$ cat config.mk
export PLATFORM = sky130hd
export DESIGN_NAME = ram_dp_sync_read
export DESIGN_NICKNAME = d
export VERILOG_FILES = /design/src/rtl/ram_dp_sync_read.sv
export SDC_FILE = /design/constraint.sdc
export NUM_CORES = 1
export LEC_CHECK = 0
export ABC_AREA = 0
export CORE_MARGIN = 2
export CORE_UTILIZATION = 44
export CTS_CLUSTER_SIZE = 28
export DETAILED_ROUTE_END_ITERATION = 10
export GPL_TIMING_DRIVEN = 0
export PLACE_DENSITY = 0.59
export SLEW_MARGIN = 20
export SYNTH_ARGS = -nofsm -noshare
export SYNTH_HDL_FRONTEND = slang
export SYNTH_SLANG_ARGS = --single-unit
$ cat constraint.sdc
create_clock -name clk -period 2.4 [get_ports clk]
set_clock_uncertainty 0.15 [all_clocks]
set_input_delay 0.48 -clock clk [delete_from_list [all_inputs] [get_ports clk]]
set_output_delay 0.48 -clock clk [all_outputs]
set_load 0.01 [all_outputs]
$ cat src/rtl/ram_dp_sync_read.sv
`default_nettype none
// ============================================================================
// Module      : ram_dp_sync_read
// Description : Simple dual-port RAM with one write port and one read port on a
//               single clock. Per-byte write enables, registered read with a
//               valid strobe, and a selectable read-during-write policy.
//               Define RAM_DP_OUTPUT_REG_EN to add a second output stage
//               (read latency 2).
// Revision    : 1.0 - initial release
// ============================================================================
module ram_dp_sync_read #(
    parameter int DATA_WIDTH = 8,
    parameter int ADDR_WIDTH = 4,
    parameter int DEPTH      = 16,
    parameter int RDW_MODE   = 0
) (
    input  logic                    clk,
    input  logic                    reset,
    input  logic                    wr_en,
    input  logic [ADDR_WIDTH-1:0]   wr_addr,
    input  logic [DATA_WIDTH-1:0]   wr_data,
    input  logic [DATA_WIDTH/8-1:0] wr_be,
    input  logic                    rd_en,
    input  logic [ADDR_WIDTH-1:0]   rd_addr,
    output logic [DATA_WIDTH-1:0]   rd_data,
    output logic                    rd_valid
);

    localparam int                c_bytes = DATA_WIDTH / 8;
    localparam int                c_idx_w = (DEPTH > 1) ? $clog2(DEPTH) : 1;
    localparam logic [ADDR_WIDTH:0] c_depth = DEPTH[ADDR_WIDTH:0];

    logic [DATA_WIDTH-1:0] r_mem [0:DEPTH-1];

    logic                  w_wr_in_range;
    logic                  w_rd_in_range;
    logic [c_idx_w-1:0]    w_wr_idx;
    logic [c_idx_w-1:0]    w_rd_idx;
    logic [DATA_WIDTH-1:0] w_old_word;
    logic [DATA_WIDTH-1:0] w_merged;
    logic [DATA_WIDTH-1:0] w_rd_word;
    logic                  w_collide;

    logic [DATA_WIDTH-1:0] r_s1_data;
    logic                  r_s1_valid;

    // Range checks use the full address so out-of-range never aliases.
    assign w_wr_in_range = ({1'b0, wr_addr} < c_depth);
    assign w_rd_in_range = ({1'b0, rd_addr} < c_depth);
    assign w_wr_idx      = wr_addr[c_idx_w-1:0];
    assign w_rd_idx      = rd_addr[c_idx_w-1:0];
    assign w_old_word    = w_rd_in_range ? r_mem[w_rd_idx] : '0;
    assign w_collide     = wr_en && w_wr_in_range && w_rd_in_range && (wr_addr == rd_addr);

    generate
        for (genvar g = 0; g < c_bytes; g++) begin : g_merge
            assign w_merged[8*g +: 8] = wr_be[g] ? wr_data[8*g +: 8] : w_old_word[8*g +: 8];
        end
    endgenerate

    generate
        if (RDW_MODE == 1) begin : g_write_first
            assign w_rd_word = w_collide ? w_merged : w_old_word;
        end else begin : g_read_first
            assign w_rd_word = w_old_word;
        end
    endgenerate

    // Memory array is intentionally not reset; contents survive reset.
    always_ff @(posedge clk) begin
        if (!reset && wr_en && w_wr_in_range) begin
            for (int b = 0; b < c_bytes; b++) begin
                if (wr_be[b]) begin
                    r_mem[w_wr_idx][8*b +: 8] <= wr_data[8*b +: 8];
                end
            end
        end
    end

    always_ff @(posedge clk) begin
        if (reset) begin
            r_s1_data  <= '0;
            r_s1_valid <= 1'b0;
        end else begin
            r_s1_valid <= rd_en;
            if (rd_en) begin
                r_s1_data <= w_rd_word;
            end
        end
    end

`ifdef RAM_DP_OUTPUT_REG_EN
    logic [DATA_WIDTH-1:0] r_s2_data;
    logic                  r_s2_valid;

    always_ff @(posedge clk) begin
        if (reset) begin
            r_s2_data  <= '0;
            r_s2_valid <= 1'b0;
        end else begin
            r_s2_valid <= r_s1_valid;
            if (r_s1_valid) begin
                r_s2_data <= r_s1_data;
            end
        end
    end

    assign rd_data  = r_s2_data;
    assign rd_valid = r_s2_valid;
`else
    assign rd_data  = r_s1_data;
    assign rd_valid = r_s1_valid;
`endif

endmodule
`default_nettype wire

# Word level (Yosys, flattened, before mapping)
# Memory sizes are Yosys's and may differ from the RTL's. A register that Yosys moved wholly into a read port is not among the register bits.
# Cells that the tools add are included.
dict set report word_totals {
  ff_bits 1
  wordCells 7
  inputBits 21
  n_memories 1
  out_inout_bits 9
  ram_bits 128
}
# name words width rd rd_clocked_by_memory_dff write_ports line
set memory_table {}
lappend memory_table {r_mem 16 8 1 1 1 33} ;# logic [DATA_WIDTH-1:0] r_mem [0:DEPTH-1];
dict set report classes {
  reduce_logical 2
  muxes 3
}
# op n
set op_table {}
lappend op_table {{1-bit two-way mux} 3}
lappend op_table {{1-bit logical AND} 1}
lappend op_table {{1-bit logical NOT} 1}

# Logic depth before layout (Yosys ltp)
dict set report logic_depth {
  depth_word 4
  mapped_depth 6
  mapped_depth_nobuf 4
}

# Worst setup path after synthesis
# Ideal clock, no wire load.
dict set report synth_timing {
  kind {input port to flip-flop}
  from {in reset}
  to {mem r_mem[0][0], enable pin}
  required_time_ps 1867
  t_arrival_ps 1647
  cell_stages 3
  setup_ps 383
  n_path_buf 0
  setup_slack_ps 220
  path_cell_list {nand3b_1 -> or3_1 -> nor3_1}
}
dict set report synth_between {
  elab_chain_cells 4
}
# element line
set synth_rtl {}
lappend synth_rtl {{start, declared} 18} ;# input logic reset,
lappend synth_rtl {{1-bit logical NOT} 71} ;# if (!reset && wr_en && w_wr_in_range) begin
lappend synth_rtl {{1-bit logical AND} 71}
lappend synth_rtl {{1-bit two-way mux} 71}
lappend synth_rtl {{1-bit two-way mux (not written as such)} 74} ;# r_mem[w_wr_idx][8*b +: 8] <= wr_data[8*b +: 8];
lappend synth_rtl {{end, declared} 33}
# Every way passes these cells.

# Worst setup path after layout
dict set report layout_timing {
  from {in reset}
  to {mem r_mem[11][0], enable pin}
}
# Same word-level chain as after synthesis.

==> reports/qor.json <==
{
  "outcome": {
    "status": "complete, no violations"
  },
  "power": {
    "peakVddDrop_mv": 0.447,
    "power_switching_share_pct": 21.2,
    "pwr-share-comb_pct": 5.8,
    "p_leak_nw": 2.26,
    "pwr-share-clk_pct": 44.1,
    "power.net_switching_mw": 1.12,
    "share_seq_of_total_power_pct": 50.1,
    "power.density_cell_area_mw_per_mm2": 816,
    "power.total_mw": 5.29,
    "internal_power_mw": 4.17
  },
  "placement": {
    "finalWeightedCongestion": 0.820,
    "io_buffers": 28,
    "post-place-ws_ns": -0.607,
    "dp.final_hpwl_um": 7720,
    "numPlacedInstances": 498
  },
  "route": {
    "drt_wl_total_um": 11900,
    "drt-initial-drc-count": 180,
    "drt_drc_violations_left": 0,
    "vias": 2924,
    "detail_route.first_pass.iterations": 5,
    "route.detailed.vias_per_inst": 5.51,
    "wl_per_cell_um": 22.4,
    "drt.antenna.violating_nets": 0
  },
  "critical_path": {
    "cp_top_delay_family": "simple AND/OR/NAND/NOR gates",
    "worstPathMaxFanout": 8,
    "buffer_and_inverter_count_on_the_worst_path": 2,
    "start_kind": "primary input",
    "data_required_time_of_the_critical_path_ns": 2.29,
    "timing.critical_path.slowest_stage_cell": "sky130_fd_sc_hd__nor2_1",
    "worstSetupPathType": "primary input to register",
    "worst-path-stages": 5,
    "cp_data_arrival_time_ns": 2.27,
    "critPathMaxStageDelay_ns": 0.66,
    "r2r_cells": 4,
    "critical_path.endpoint_type": "register",
    "critical_path.cell_chain": "clkdlybuf4s50_1, nand3b_1, inv_1, nand3_1, nor2_1"
  },
  "synthesis": {
    "synth-edff-count": 128,
    "synth_top_family_by_area": "multiplexers",
    "synth_simple_gate_area_share_pct": 6.38,
    "synthesis.yosys.warnings": 0,
    "synth_top_cell_by_area": "sky130_fd_sc_hd__edfxtp_1",
    "synth-xor-area-share_pct": 0,
    "postSynth.asyncResetShare_pct": 0,
    "synthesis.area_mm2": 0.00539,
    "ys_dominant_reg_cell": "sky130_fd_sc_hd__edfxtp_1",
    "yosys-top-cells-area": "sky130_fd_sc_hd__edfxtp_1 71%, sky130_fd_sc_hd__mux2i_1 12%, sky130_fd_sc_hd__dfxtp_1 3.3%, sky130_fd_sc_hd__a22oi_1 3.3%, sky130_fd_sc_hd__nand3_1 2.3%",
    "syn_nets": 344,
    "yosys.area.top_type_share_pct": 71.3,
    "syn_area_per_cell_um2": 16.7,
    "post_synthesis_sequential_area_ratio_pct": 74.6,
    "synthCells": 323,
    "synth-compound-area-share_pct": 4.08,
    "synth.ff_latch_count": 137,
    "synth_adder_area_share_pct": 0,
    "post_synth_mux_area_share_pct": 11.9,
    "ys_types": 22
  },
  "global_route": {
    "grt.overflow.total": 0,
    "grt_antenna_before_repair": 0,
    "global_route.usage.met3_pct": 5.13,
    "grt_util_met1_pct": 26.8,
    "global_route_hottest_layer": "met2",
    "groute.layer.met2.usage_pct": 30.1,
    "grt_pass1_wl_um": 17400,
    "grt_max_degree": 17,
    "first_global_vias": 2854,
    "globalRouteTotalUtil_pct": 19.4
  },
  "sta": {
    "fin_tns_setup_ns": 0,
    "top_achievable_clock_speed_mhz": 419,
    "period_needed_ns": 2.38,
    "timing_worst_slew_pin_value_ns": 0.841,
    "timing.slew.headroom_pct": 43.7,
    "layout_setup_ws_ns": 0.0155,
    "post-route-period-util_pct": 99.4,
    "timing_hold_violations_final": 0,
    "report.final.setup_viol": 0,
    "grt_setup_unrepaired": "true",
    "final-max-slew-violation-count": 0
  },
  "clocking": {
    "ctsHoldBuffers": 0,
    "clock_latency_ns": 0.42,
    "bufs_on_longest_clock_path": 2,
    "root_buffer": "sky130_fd_sc_hd__clkbuf_16",
    "numClockSinks": 137,
    "tritoncts_clock_tree": "done",
    "clock_transition_at_the_register_clock_pins_on_the_worst_setup_and_hold_paths_after_cts_ns": 0.06,
    "ctsHtreeMaxLevel": 4,
    "cts_inserted_buffers": 17
  },
  "die": {
    "die_extent_in_x_um": 115,
    "total_core_area_mm2": 0.0120,
    "io_pins": 30,
    "die_h_um": 115,
    "dieArea_mm2": 0.0132,
    "initial_utilization_pct": 45.1,
    "core.rowCount": 40
  },
  "layout": {
    "multi_input_area_mm2": 0.00128,
    "layout.area.seq_mm2": 0.00402,
    "num-fill-cells": 967,
    "synthToLayoutAreaGrowth_pct": 20.3,
    "layout_commonest_cell": "sky130_fd_sc_hd__edfxtp_1",
    "instances_no_fill": 531,
    "finalNetCount": 392,
    "mostFrequentLayoutCells": "128 x sky130_fd_sc_hd__edfxtp_1, 64 x sky130_fd_sc_hd__mux2i_1, 28 x sky130_fd_sc_hd__clkdlybuf4s50_1, 25 x sky130_fd_sc_hd__nand3_1, 24 x sky130_fd_sc_hd__a22oi_1",
    "layout-drive-gt1-share_pct": 14.8,
    "antenna-diode-count": 0,
    "post-route-util_pct": 54.2
  },
  "job": {
    "max-cap-violations": 0
  },
  "hold_path": {
    "hold_wc_path_type": "register to register",
    "min_delay_path_depth": 2
  }
}
[power by group through the flow]
| stage | logic (mW) | registers (mW) | clock network (mW) |
|---|---|---|---|
| final | 0.307 | 2.65 | 2.34 |
| after CTS | 0.303 | 2.65 | 2.37 |
| after floorplan | 0.144 | 2.70 | 0 |
| after global routing | 0.330 | 2.65 | 2.48 |
| after detailed placement | 0.301 | 2.70 | 0 |
| after global placement | 0.296 | 2.70 | 0 |
[layer usage]
layer | vias up | part of all wire, %
li1 | 1355 | -
met1 | 1470 | 46
met2 | 88 | 49
met3 | 11 | 5.1
met4 | 0 | 0.84
met5 | - | 0
[what timing repair did]
item	CTS	global route
pin swaps	0	1
gates cloned	0	0
resized for setup	4	9
endpoints found under the setup margin	32	128
setup buffers	0	1
[stage by stage]
stage	hold WS, ns	cell area, µm²
global placement	0.291	5860
finish	0.297	6480
floorplan	0.332	5390
detailed placement	0.290	5880
global route	0.342	6480
CTS	0.303	6430
[worst paths after layout]
check | startpoint | endpoint | slack, ns
worst min-delay path | rd_data[0] | rd_data[0] | 0.30
worst max register to register | r_mem[4][2] | rd_data[2] | 1.15
worst min register to register | rd_data[0] | rd_data[0] | 0.30
worst max-delay path | reset | r_mem[11][0] | 0.02
[cell usage after synthesis (2+ instances only)]
library cell                 n
sky130_fd_sc_hd__buf_2       4
sky130_fd_sc_hd__nor3_1      4
sky130_fd_sc_hd__nand2_1    19
sky130_fd_sc_hd__buf_4       2
sky130_fd_sc_hd__buf_12      2
sky130_fd_sc_hd__mux2i_1    64
sky130_fd_sc_hd__nand3_1    25
sky130_fd_sc_hd__nor2b_1     4
sky130_fd_sc_hd__nand3b_1    2
sky130_fd_sc_hd__edfxtp_1  128
sky130_fd_sc_hd__nand2b_1    2
sky130_fd_sc_hd__dfxtp_1     9
sky130_fd_sc_hd__buf_8       3
sky130_fd_sc_hd__buf_6       3
sky130_fd_sc_hd__a21oi_1     8
sky130_fd_sc_hd__a22oi_1    24
sky130_fd_sc_hd__nor2_1     15
[tightest hold or removal path, stage by stage, from the launching register on]
cell and delay (ns):
sky130_fd_sc_hd__dfxtp_1 0.32, sky130_fd_sc_hd__nand2_1 0.05, sky130_fd_sc_hd__nand3_1 0.05
[layout make-up]
type / count / share of cell area (%)
clock buffer: 18 / 6.62
buffer: 15 / 2.45
sequential: 137 / 62.0
clock inverter: 14 / 1.68
multi-input combinational: 170 / 19.7
timing repair buffer: 29 / 4.63
tap: 147 / 2.84
inverter: 1 / 0.0579
[logic make-up after synthesis]
kind of cell           after synthesis
multiplexers                        64
AO/OA/AOI/OAI                       32
AND/OR/NAND/NOR                     74
buffers and inverters               16
flip-flops                         137
[state kept, by name, summed over array words and instances, names as in the netlist]
register,cells
rd_data,8
r_mem,128
rd_valid,1
(Power assumes the default switching activity.)
